[src/rtl/mem_arbiter_if.sv]
// mem_arbiter_if
//
// Bundles every handshake and bus signal of the two-requester memory
// arbiter: the fetch port, the load/store port and the shared memory port.
//
// Modports:
//   slave  - the arbiter's view. It receives fetch/data requests and the
//            memory's response, and drives completions plus the memory request.
//   master - the surrounding system's view (core requesters + memory model).
//
// Signals:
//   if_req, if_addr            fetch request and address
//   if_rdata, if_valid, if_err fetch completion (data, one-cycle pulse, abort flag)
//   d_req, d_we, d_addr,
//   d_wdata, d_mask            data request, store select, address, data, byte enables
//   d_rdata, d_valid, d_err    data completion (load data, one-cycle pulse, abort flag)
//   mem_req, mem_we, mem_addr,
//   mem_wdata, mem_mask        request held on the single-ported memory
//   mem_rdata, mem_ack         memory read data and completion
//   busy                       a transaction is in flight
interface mem_arbiter_if #(
    parameter int ADDR_W = 32,
    parameter int DATA_W = 32
);
    logic                  if_req;
    logic [ADDR_W-1:0]     if_addr;
    logic [DATA_W-1:0]     if_rdata;
    logic                  if_valid;
    logic                  if_err;

    logic                  d_req;
    logic                  d_we;
    logic [ADDR_W-1:0]     d_addr;
    logic [DATA_W-1:0]     d_wdata;
    logic [DATA_W/8-1:0]   d_mask;
    logic [DATA_W-1:0]     d_rdata;
    logic                  d_valid;
    logic                  d_err;

    logic                  mem_req;
    logic                  mem_we;
    logic [ADDR_W-1:0]     mem_addr;
    logic [DATA_W-1:0]     mem_wdata;
    logic [DATA_W/8-1:0]   mem_mask;
    logic [DATA_W-1:0]     mem_rdata;
    logic                  mem_ack;

    logic                  busy;

    modport slave (
        input  if_req, if_addr,
        input  d_req, d_we, d_addr, d_wdata, d_mask,
        input  mem_rdata, mem_ack,
        output if_rdata, if_valid, if_err,
        output d_rdata, d_valid, d_err,
        output mem_req, mem_we, mem_addr, mem_wdata, mem_mask,
        output busy
    );

    modport master (
        output if_req, if_addr,
        output d_req, d_we, d_addr, d_wdata, d_mask,
        output mem_rdata, mem_ack,
        input  if_rdata, if_valid, if_err,
        input  d_rdata, d_valid, d_err,
        input  mem_req, mem_we, mem_addr, mem_wdata, mem_mask,
        input  busy
    );
endinterface

[src/rtl/mem_arbiter.sv]
// mem_arbiter
//
// Shares one single-ported memory between the instruction fetch and the
// load/store path of a core. Each transaction latches the winning request,
// holds it on the memory port until mem_ack, then returns a registered
// one-cycle valid pulse (with read data) to the winner. Data has fixed
// priority over fetch.
//
// Parameters:
//   ADDR_W   address width
//   DATA_W   data width (byte mask is DATA_W/8 wide)
//   TIMEOUT  busy cycles without mem_ack before a transaction is aborted
//            (only meaningful with MEM_ARB_TIMEOUT_EN)
//
// Ports:
//   clk   rising-edge clock
//   rst   synchronous active-high reset
//   bus   mem_arbiter_if.slave: fetch port, data port, memory port, busy
//
// Build option:
//   MEM_ARB_TIMEOUT_EN  when defined, a wait counter aborts a transaction
//                       that sees no mem_ack for TIMEOUT busy cycles and
//                       reports it through if_err / d_err. When undefined the
//                       arbiter waits forever and the error flags stay 0.
module mem_arbiter #(
    parameter int ADDR_W  = 32,
    parameter int DATA_W  = 32,
    parameter int TIMEOUT = 255
) (
    input logic          clk,
    input logic          rst,
    mem_arbiter_if.slave bus
);

    localparam int MASK_W = DATA_W / 8;

    // Instruction returned for an aborted fetch, so the core executes a NOP.
    localparam logic [DATA_W-1:0] NOP_INSN = DATA_W'(32'h0000_0013);

    typedef enum logic [1:0] {
        IDLE,
        IF_BUSY,
        D_BUSY
    } state_t;

    state_t state;
    state_t state_next;

    logic              grant_d;
    logic              grant_if;
    logic              done;
    logic              abort;
    logic              finish;

    logic              lat_we;
    logic [ADDR_W-1:0] lat_addr;
    logic [DATA_W-1:0] lat_wdata;
    logic [MASK_W-1:0] lat_mask;

    logic [DATA_W-1:0] if_rdata_q;
    logic              if_valid_q;
    logic              if_err_q;
    logic [DATA_W-1:0] d_rdata_q;
    logic              d_valid_q;
    logic              d_err_q;

    logic              mem_req_c;
    logic              busy_c;

    // A requester whose completion pulse is high this cycle is masked, so a
    // request line that is dropped combinationally on valid is never re-granted.
    assign grant_d  = bus.d_req && !d_valid_q;
    assign grant_if = bus.if_req && !if_valid_q;

    // mem_ack only counts while a transaction is actually in flight.
    assign done   = (state != IDLE) && bus.mem_ack;
    assign finish = done || abort;

`ifdef MEM_ARB_TIMEOUT_EN
    localparam int CNT_W = ($clog2(TIMEOUT + 1) > 8) ? $clog2(TIMEOUT + 1) : 8;

    logic [CNT_W-1:0] wait_cnt;
    logic [CNT_W-1:0] wait_cnt_inc;

    assign wait_cnt_inc = wait_cnt + 1'b1;

    // The incremented count is compared so the abort lands on the TIMEOUT-th
    // busy cycle without an ack; an ack in that same cycle still wins.
    assign abort = (state != IDLE) && !bus.mem_ack && (wait_cnt_inc == CNT_W'(TIMEOUT));

    // Wait counter: held at zero in IDLE (which clears it on every grant) and
    // advanced on each busy cycle the memory leaves unacknowledged.
    always_ff @(posedge clk) begin
        if (rst) begin
            wait_cnt <= '0;
        end else if (state == IDLE) begin
            wait_cnt <= '0;
        end else if (!bus.mem_ack) begin
            wait_cnt <= wait_cnt_inc;
        end
    end
`else
    assign abort = 1'b0;
`endif

    // State register.
    always_ff @(posedge clk) begin
        if (rst) begin
            state <= IDLE;
        end else begin
            state <= state_next;
        end
    end

    // Next-state logic: data wins over fetch in IDLE; busy states leave on
    // ack or abort.
    always_comb begin
        state_next = state;
        case (state)
            IDLE: begin
                if (grant_d) begin
                    state_next = D_BUSY;
                end else if (grant_if) begin
                    state_next = IF_BUSY;
                end
            end
            IF_BUSY, D_BUSY: begin
                if (finish) begin
                    state_next = IDLE;
                end
            end
            default: state_next = IDLE;
        endcase
    end

    // Output decode: mem_req comes straight from the state flops, so it is
    // registered and falls the cycle after ack, abort or reset.
    always_comb begin
        mem_req_c = 1'b0;
        busy_c    = 1'b0;
        case (state)
            IF_BUSY, D_BUSY: begin
                mem_req_c = 1'b1;
                busy_c    = 1'b1;
            end
            default: ;
        endcase
    end

    // Request latch: loaded only at the grant, so mem_* stay frozen for the
    // whole transaction regardless of what the requesters do meanwhile.
    always_ff @(posedge clk) begin
        if (rst) begin
            lat_we    <= 1'b0;
            lat_addr  <= '0;
            lat_wdata <= '0;
            lat_mask  <= '0;
        end else if (state == IDLE) begin
            if (grant_d) begin
                lat_we    <= bus.d_we;
                lat_addr  <= bus.d_addr;
                lat_wdata <= bus.d_wdata;
                lat_mask  <= bus.d_mask;
            end else if (grant_if) begin
                lat_we    <= 1'b0;
                lat_addr  <= bus.if_addr;
                lat_wdata <= '0;
                lat_mask  <= '1;
            end
        end
    end

    // Completion: pulse the owner's valid for one cycle and capture read
    // data. Stores leave d_rdata untouched; aborts substitute NOP / zero.
    always_ff @(posedge clk) begin
        if (rst) begin
            if_valid_q <= 1'b0;
            if_err_q   <= 1'b0;
            if_rdata_q <= '0;
            d_valid_q  <= 1'b0;
            d_err_q    <= 1'b0;
            d_rdata_q  <= '0;
        end else begin
            if_valid_q <= 1'b0;
            if_err_q   <= 1'b0;
            d_valid_q  <= 1'b0;
            d_err_q    <= 1'b0;
            if (finish) begin
                if (state == IF_BUSY) begin
                    if_valid_q <= 1'b1;
                    if_err_q   <= abort;
                    if_rdata_q <= abort ? NOP_INSN : bus.mem_rdata;
                end else if (state == D_BUSY) begin
                    d_valid_q <= 1'b1;
                    d_err_q   <= abort;
                    if (!lat_we) begin
                        d_rdata_q <= abort ? '0 : bus.mem_rdata;
                    end
                end
            end
        end
    end

    assign bus.mem_req   = mem_req_c;
    assign bus.busy      = busy_c;
    assign bus.mem_we    = lat_we;
    assign bus.mem_addr  = lat_addr;
    assign bus.mem_wdata = lat_wdata;
    assign bus.mem_mask  = lat_mask;

    assign bus.if_rdata  = if_rdata_q;
    assign bus.if_valid  = if_valid_q;
    assign bus.if_err    = if_err_q;
    assign bus.d_rdata   = d_rdata_q;
    assign bus.d_valid   = d_valid_q;
    assign bus.d_err     = d_err_q;

endmodule

[src/flat_wrapper.sv]
// flat-port wrapper written by rule: the top's interface ports become plain ports
module mem_arbiter_flat 
#(
    parameter int ADDR_W  = 32,
    parameter int DATA_W  = 32,
    parameter int TIMEOUT = 255
)
  (clk, rst, bus_if_req, bus_if_addr, bus_d_req, bus_d_we, bus_d_addr, bus_d_wdata, bus_d_mask, bus_mem_rdata, bus_mem_ack, bus_if_rdata, bus_if_valid, bus_if_err, bus_d_rdata, bus_d_valid, bus_d_err, bus_mem_req, bus_mem_we, bus_mem_addr, bus_mem_wdata, bus_mem_mask, bus_busy);
  mem_arbiter_if #(.ADDR_W(ADDR_W), .DATA_W(DATA_W)) bus_i ();
  input logic clk;
  input logic rst;
  input wire logic [$bits(bus_i.if_req)-1:0] bus_if_req;
  input wire logic [$bits(bus_i.if_addr)-1:0] bus_if_addr;
  input wire logic [$bits(bus_i.d_req)-1:0] bus_d_req;
  input wire logic [$bits(bus_i.d_we)-1:0] bus_d_we;
  input wire logic [$bits(bus_i.d_addr)-1:0] bus_d_addr;
  input wire logic [$bits(bus_i.d_wdata)-1:0] bus_d_wdata;
  input wire logic [$bits(bus_i.d_mask)-1:0] bus_d_mask;
  input wire logic [$bits(bus_i.mem_rdata)-1:0] bus_mem_rdata;
  input wire logic [$bits(bus_i.mem_ack)-1:0] bus_mem_ack;
  output wire logic [$bits(bus_i.if_rdata)-1:0] bus_if_rdata;
  output wire logic [$bits(bus_i.if_valid)-1:0] bus_if_valid;
  output wire logic [$bits(bus_i.if_err)-1:0] bus_if_err;
  output wire logic [$bits(bus_i.d_rdata)-1:0] bus_d_rdata;
  output wire logic [$bits(bus_i.d_valid)-1:0] bus_d_valid;
  output wire logic [$bits(bus_i.d_err)-1:0] bus_d_err;
  output wire logic [$bits(bus_i.mem_req)-1:0] bus_mem_req;
  output wire logic [$bits(bus_i.mem_we)-1:0] bus_mem_we;
  output wire logic [$bits(bus_i.mem_addr)-1:0] bus_mem_addr;
  output wire logic [$bits(bus_i.mem_wdata)-1:0] bus_mem_wdata;
  output wire logic [$bits(bus_i.mem_mask)-1:0] bus_mem_mask;
  output wire logic [$bits(bus_i.busy)-1:0] bus_busy;
  assign bus_i.if_req = bus_if_req;
  assign bus_i.if_addr = bus_if_addr;
  assign bus_i.d_req = bus_d_req;
  assign bus_i.d_we = bus_d_we;
  assign bus_i.d_addr = bus_d_addr;
  assign bus_i.d_wdata = bus_d_wdata;
  assign bus_i.d_mask = bus_d_mask;
  assign bus_i.mem_rdata = bus_mem_rdata;
  assign bus_i.mem_ack = bus_mem_ack;
  assign bus_if_rdata = bus_i.if_rdata;
  assign bus_if_valid = bus_i.if_valid;
  assign bus_if_err = bus_i.if_err;
  assign bus_d_rdata = bus_i.d_rdata;
  assign bus_d_valid = bus_i.d_valid;
  assign bus_d_err = bus_i.d_err;
  assign bus_mem_req = bus_i.mem_req;
  assign bus_mem_we = bus_i.mem_we;
  assign bus_mem_addr = bus_i.mem_addr;
  assign bus_mem_wdata = bus_i.mem_wdata;
  assign bus_mem_mask = bus_i.mem_mask;
  assign bus_busy = bus_i.busy;
  mem_arbiter #(.ADDR_W(ADDR_W), .DATA_W(DATA_W), .TIMEOUT(TIMEOUT)) u_core (.clk(clk), .rst(rst), .bus(bus_i));
endmodule
[config.mk]
export PLATFORM = sky130hd
export DESIGN_NAME = mem_arbiter_flat
export DESIGN_NICKNAME = d
export VERILOG_FILES = /design/src/rtl/mem_arbiter_if.sv /design/src/rtl/mem_arbiter.sv /design/src/flat_wrapper.sv
export SDC_FILE = /design/constraint.sdc
export NUM_CORES = 1
export LEC_CHECK = 0
export CELL_PAD_IN_SITES_DETAIL_PLACEMENT = 1
export CELL_PAD_IN_SITES_GLOBAL_PLACEMENT = 2
export CORE_MARGIN = 4
export CORE_UTILIZATION = 22
export CTS_CLUSTER_SIZE = 16
export DETAILED_ROUTE_END_ITERATION = 6
export PLACE_DENSITY_LB_ADDON = 0.1
export SKIP_CTS_REPAIR_TIMING = 1
export SLEW_MARGIN = 20
export SYNTH_ARGS = -nofsm -noshare
export SYNTH_HDL_FRONTEND = slang
export SYNTH_SLANG_ARGS = --single-unit
[constraint.sdc]
create_clock -name clk -period 2.2 [get_ports clk]
set_clock_uncertainty 0.2 [all_clocks]
set_input_delay 0.22 -clock clk [delete_from_list [all_inputs] [get_ports clk]]
set_output_delay 0.22 -clock clk [all_outputs]
set_load 0.05 [all_outputs]
==> metrics.md, run 1 <==
| Metric | Value |
|---|---|
| P_leak | `3.177 nW` |
| Sinks on Clock Net | `about 140` |
| H-tree levels | `4` |
| DR iter-0 viols | `around 120` |
| Post-Synth XOR/XNOR Area | `0%` |
| Clock buffer count from CTS | `17` |
| Fin. Hold Viols | `0` |
| Routed WL | `a little over 20 mm` |
| Complex-gate fraction of the synthesized area | `15.46%` |
| Crit share post-route | `95.30%` |
| WP data required | `around 1.8 ns` |
| Worst setup margin | `0.1035 ns` |
| Max-slew violations | `0` |
| Slowest CP cell | `clkdlybuf4s50_1` |
| Mux cell area share after synthesis | `12.36%` |
| Core region area | `~23,000 um2` |
| Antenna-violating nets left | `0` |
| First-pass GRT wire length | `31.26 mm` |
| Critical Path Sink Type | `output port` |
| Synth cell types | `31` |
| Simple-gate portion of the synthesized area | `between 10% and 20%` |
| Die area | `around 26,000 um2` |
| Synth Instances | `538` |
| Dpl ws | `0.1206 ns` |
| Via/cell ratio | `approximately 4.4` |
| DR WL/cell | `17.94 um` |
| Initial antenna violation count | `0` |
| Synth top area share | `around 53%` |
| Synth Area in Adders | `0.7245%` |
| Avg Inst Size Synth | `9.631 um2` |
| IO Pins | `approximately 280` |
| Number of synthesized register bits | `about 140` |
| Mapped cell area | `5181 um2` |
| Ratio of cells with drive above 1 in the final layout | `7.054%` |
| Critical setup path kind | `flip-flop to output port` |
| Crit Path Max Fanout | `3` |
| Final core occ | `38.58%` |
| Setup Viol. Count Final | `0` |
| Int Pwr | `5.703 mW` |
| Max-Cap Viols | `0` |
| Number of synthesized flops with an enable pin | `0` |
| Dpl hpwl | `14.76 mm` |
| Main synth FF type | `dfxtp_1` |
| Min-Delay Endpoint | `u_core.bus.mem_addr[15]$_SDFFE_PP0P_` |
| Worst flop-to-flop path startpoint | `u_core.state[0]$_SDFFE_PP0P_` |
| Die width | `161.5 um` |
| FP Rows | `55` |
| Latest clock arrival within the worst-skew pair | `approximately 0.4 ns` |
| Fin nets | `939` |
| Placer congestion estimate | `0.7145` |
| Area leader, netlist | `dfxtp_1` |
| Number of fill cells | `2,569` |
| Hold/Removal Path Class | `primary input to flip-flop` |
| Max frequency | `0.4770 GHz` |
| CTS tree | `done` |
| Status | `finished clean` |
| Worst-Margin Slew | `0.5758 ns` |
| Layout area overhead | `70.64%` |
| PortBufs | `274` |
| Largest family of logic cells by synthesized area | `compound AO/OA/AOI/OAI gates` |
| Die Y-Extent | `roughly 160 um` |
| Initial Util | `22.61%` |
| Critical path arrival | `1.68 ns` |
| Number of global-route vias before repair | `5,363` |
| Crit path depth | `1` |
| Clk slew on worst S/H paths | `0.06 ns` |
| Tot GR Track Use | `approximately 15%` |
| Vias after detailed routing | `4,966` |
| Pwr per Cell Area | `1018 nW/um2` |
| Reg-to-reg setup timing slack | `0.26 ns` |
| Unrepaired setup endpoints after global routing | `false` |
| ANT cells | `0` |
| Hold Crit Depth | `4` |
| Peak per-stage delay on the critical path | `0.88 ns` |
| Cell family with most CP delay | `buffers and inverters` |
| Worst vdd ir | `about 0.00054 V` |
| Flop pwr share | `33.1%` |
| Crit path launch type | `flip-flop` |
| DRC | `0` |
| Commonest cells after routing, fill and taps aside | `clkdlybuf4s50_1 (270), nand2_1 (160), dfxtp_1 (137)` |
| Reg-to-reg endpoint | `u_core.bus.d_rdata[10]$_SDFFE_PP0P_` |
| Worst slew margin | `61.50%` |
| NetSw | `3.300 mW` |
| Setup TNS | `0 ns` |
| Clock share of power | `31.8%` |
| Commonest non-fill, non-tap cell in the layout | `clkdlybuf4s50_1` |
| Longest Clk Path Bufs | `2` |
| Grt ovf | `0` |
| Switching Fraction | `between 30% and 40%` |
| Critical path, cell by cell | `clkdlybuf4s50_1` |
| Syn. warnings | `0` |
| Reg2reg path depth | `6` |
| Post-synthesis sequential area ratio | `about 53%` |
| HP Start | `rst` |
| FFs w/ async S/R, synth | `0%` |
| DRT Pass-1 Iters | `4` |
| Root Driver | `clkbuf_16` |
| Combinational share of power | `35.1%` |
| WP buf/inv | `1` |
| Pin count of the biggest net entering global routing | `62` |
| Final Critical Period | `approximately 2.1 ns` |
| Main area contributors after synthesis | `dfxtp_1 (53%), mux2i_1 (12%), nand2_1 (12%)` |
==> worst max path at each step <==
stage | start | to
after detailed placement | bus_if_req | u_core.bus.mem_addr[19]$_SDFFE_PP0P_
after global placement | bus_if_req | u_core.bus.mem_addr[7]$_SDFFE_PP0P_
final | u_core.bus.d_valid$_SDFF_PP0_ | bus_d_valid
after floorplan | u_core.bus.d_valid$_SDFF_PP0_ | u_core.bus.mem_addr[0]$_SDFFE_PP0P_
after global routing | u_core.bus.d_valid$_SDFF_PP0_ | bus_d_valid
after CTS | u_core.bus.d_valid$_SDFF_PP0_ | bus_d_valid
==> cell type report <==
cell class                 count  area [um2]  area share (%)
timing repair buffer         288        2923           33.06
sequential                   137        2743           31.02
multi-input combinational    350        2187           24.74
clock buffer                  17       425.4           4.812
tap                          313       391.6           4.430
clock inverter                12       153.9           1.741
inverter                       4       17.52          0.1981
==> through the flow <==
stage          area (um2)  hold WS [ns]  instances  power [mW]
6_report             8841        0.1206       1121       9.003
3_5_place_dp         8262        0.2494       1092       6.229
4_1_cts              8841        0.1065       1121       9.163
3_3_place_gp         8262        0.2436       1092       6.158
2_1_floorplan        5185        0.1458        539       4.999
5_1_grt              8841        0.1326       1121       9.439
==> synth_stat cells, types with 2 or more instances <==
library cell	instances
dfxtp_1	137
nand3b_1	2
buf_2	27
a32o_1	33
ha_1	3
buf_4	9
nor2b_1	2
o221a_2	4
inv_1	3
a21oi_1	33
nand2_1	160
mux2i_1	64
o22ai_1	32
clkbuf_1	12
==> power groups by stage <==
| stage | registers [mW] | logic (mW) | clock network [mW] |
|---|---|---|---|
| after detailed placement | 3.03 | 3.20 | 0 |
| after CTS | 2.98 | 3.20 | 2.98 |
| after global placement | 3.01 | 3.14 | 0 |
| after global routing | 3.02 | 3.34 | 3.09 |
| after floorplan | 4.06 | 0.939 | 0 |
| final | 2.98 | 3.16 | 2.87 |
==> metal layers <==
layer	part of all wire [%]	wire, um	GRT usage [%]	vias to the layer above
li1	-	-	-	2392
met2	49	9864	25.85	172
met3	9.0	1819	6.711	19
met5	0	0	0	-
met1	40	8112	17.50	2383
met4	1.6	316	4.149	0
==> kinds of logic after synthesis <==
| group | after synthesis |
|---|---|
| AND/OR/NAND/NOR | 172 |
| other | 1 |
| flip-flops | 137 |
| adder cells (fa/ha/maj) | 3 |
| buffers and inverters | 52 |
| multiplexers | 64 |
| AO/OA/AOI/OAI | 109 |
==> registers in the layout, summed over array words and instances, names as in the netlist, 2 cells and up <==
name                  count
u_core.bus.mem_wdata     32
u_core.bus.mem_mask       4
u_core.bus.if_rdata      32
u_core.bus.mem_addr      32
u_core.state              2
u_core.bus.d_rdata       32
No activity file was read; power rests on OpenSTA's default activity.
==> run 2: changes to the inputs <==
Settings changed: CORE_MARGIN 4 to unset, REMOVE_ABC_BUFFERS set to 1.
==> metrics.md, run 2 (same netlist as run 1, synthesis figures left out) <==
| Metric | Value |
|---|---|
| P_leak | `3.217 nW (+1.2%)` |
| DR WL met2 | `9.085 mm (-7.9%)` |
| CTS tree | `done` |
| First-pass GRT wire length | `29.37 mm (-6.0%)` |
| Die Y-Extent | `155.5 um (-3.7%)` |
| Final cell count without fillers | `1,128 (+0.62%)` |
| Max-Cap Viols | `0 (unchanged)` |
| IO Pins | `277 (unchanged)` |
| Ratio of cells with drive above 1 in the final layout | `7.371% (+0.32 points)` |
| Worst slew margin | `60.98% (-0.52 points)` |
| Sinks on Clock Net | `137 (unchanged)` |
| Crit Path Max Fanout | `3 (unchanged)` |
| Worst setup margin | `0.1292 ns (+0.02576 ns)` |
| Dpl ws | `0.2020 ns (+0.08140 ns)` |
| Worst-Margin Slew | `0.5835 ns (+0.007734 ns)` |
| Tot GR Track Use | `15.89% (+0.66 points)` |
| Initial antenna violation count | `2 (+2)` |
| Root Driver | `clkbuf_16` |
| Commonest cells after routing, fill and taps aside | `clkdlybuf4s50_1 (270), nand2_1 (160), dfxtp_1 (137)` |
| WP buf/inv | `1 (unchanged)` |
| Critical setup path kind | `flip-flop to output port` |
| Longest Clk Path Bufs | `2 (unchanged)` |
| Die width | `155.5 um (-3.7%)` |
| Via/cell ratio | `4.399 (-0.70%)` |
| Dpl hpwl | `13.77 mm (-6.7%)` |
| Int Pwr | `5.787 mW (+1.5%)` |
| PortBufs | `274 (unchanged)` |
| Max-slew violations | `0 (unchanged)` |
| Inst Count DP | `1,094 (+0.18%)` |
| Vias after detailed routing | `4,962 (-0.081%)` |
| NetSw | `3.371 mW (+2.1%)` |
| DRC | `0 (unchanged)` |
| Crit path launch type | `flip-flop` |
| Unrepaired setup endpoints after global routing | `false` |
| Die area | `24,170 um2 (-7.3%)` |
| Fin. Hold Viols | `0 (unchanged)` |
| Clock buffer count from CTS | `17 (unchanged)` |
| Number of fill cells | `2,552 (-0.66%)` |
| Setup Viol. Count Final | `0 (unchanged)` |
| WP data required | `1.78 ns (about the same)` |
| Clock share of power | `32.8% (+1.0 points)` |
| Hold/Removal Path Class | `primary input to flip-flop` |
| Area of the multi-input gates | `2187 um2 (unchanged)` |
| Flop pwr share | `32.5% (-0.6 points)` |
| Crit share post-route | `94.13% (-1.2 points)` |
| Pwr per Cell Area | `1028 nW/um2 (+0.92%)` |
| Fin nets | `942 (+0.32%)` |
| Latest clock arrival within the worst-skew pair | `0.42 ns (about the same)` |
| Clk slew on worst S/H paths | `0.07 ns (about the same)` |
| Grt ovf | `0 (unchanged)` |
| Met1 wire length | `8.171 mm (+0.73%)` |
| Register area | `2743 um2 (unchanged)` |
| WL met3 | `1.784 mm (-1.9%)` |
| Slowest CP cell | `clkdlybuf4s50_1` |
| Worst vdd ir | `0.0005568 V (+2.6%)` |
| Layout area overhead | `71.99%` |
| Number of global-route vias before repair | `5,313 (-0.93%)` |
| Critical path, cell by cell | `clkdlybuf4s50_1` |
| H-tree levels | `4 (unchanged)` |
| Peak per-stage delay on the critical path | `0.84 ns (-0.04 ns)` |
| Initial Util | `22.68% (+0.068 points)` |
| Combinational share of power | `34.7% (-0.4 points)` |
| DR WL/cell | `17.11 um (-4.6%)` |
| Critical path arrival | `1.65 ns (-0.03 ns)` |
| DRT Pass-1 Iters | `4 (unchanged)` |
| Status | `finished clean` |
| Max frequency | `0.4829 GHz (+1.2%)` |
| Switching Fraction | `36.81% (+0.15 points)` |
| Final Critical Period | `2.071 ns (-0.02576 ns)` |
| Cell family with most CP delay | `buffers and inverters` |
| Critical Path Sink Type | `output port` |
| Pin count of the biggest net entering global routing | `41 (-34%)` |
| Top layer used by detailed routing | `met5` |
| Core region area | `22,850 um2 (-0.30%)` |
| DR iter-0 viols | `101 (-14%)` |
| FP Rows | `55 (unchanged)` |
| Routed WL | `19.30 mm (-4.0%)` |
| Antenna-violating nets left | `0 (unchanged)` |
| Placer congestion estimate | `0.7199 (+0.76%)` |
| Commonest non-fill, non-tap cell in the layout | `clkdlybuf4s50_1` |
[run 2: layout make-up]
class	instances	area share [%]
Inverter	4	0.1966
Clock buffer	20	5.013
Tap cell	313	4.395
Clock inverter	12	1.825
Sequential cell	137	30.78
Multi-Input combinational cell	350	24.54
Antenna cell	1	0.02808
Timing Repair Buffer	291	33.22
[run 2: power groups by stage]
stage	Sequential, mW	Combinational [mW]	Clock (mW)
2_1_floorplan	4.06	0.832	0
3_3_place_gp	3.01	3.19	0
3_5_place_dp	3.03	3.22	0
4_1_cts	2.98	3.23	3.10
5_1_grt	3.02	3.35	3.21
6_report	2.98	3.18	3.00
[run 2: path summary, 6_finish.rpt]
check                                                          start                                     to  slack [ns]  depth (start not counted)
worst max-delay path                  u_core.bus.mem_we$_SDFFE_PP0P_                             bus_mem_we        0.13                          1
worst min-delay path                                 bus_d_wdata[14]  u_core.bus.mem_wdata[14]$_SDFFE_PP0P_        0.19                          2
worst max register to register          u_core.state[0]$_SDFFE_PP0P_    u_core.bus.d_rdata[12]$_SDFFE_PP0P_        0.30                          6
worst min register to register  u_core.bus.if_rdata[30]$_SDFFE_PP0P_   u_core.bus.if_rdata[30]$_SDFFE_PP0P_        0.25                          2
[run 2: metrics by stage]
stage	setup TNS, ns	power (mW)	hold WS (ns)	utilization, %	cell area [um2]
5_1_grt	0	9.589	0.1775	39.00	8911
6_report	0	9.158	0.1869	39.00	8911
3_3_place_gp	0	6.200	0.2411	36.28	8289
2_1_floorplan	-164.65	4.893	0.08907	-	4937
3_5_place_dp	0	6.246	0.2500	36.28	8289
4_1_cts	0	9.309	-0.06705	38.95	8899
[run 2: routing by layer]
layer	global-route usage (%)	vias up
met4	5.275	2
li1	-	2402
met1	18.24	2355
met3	6.713	18
met2	26.50	185
met5	0	-
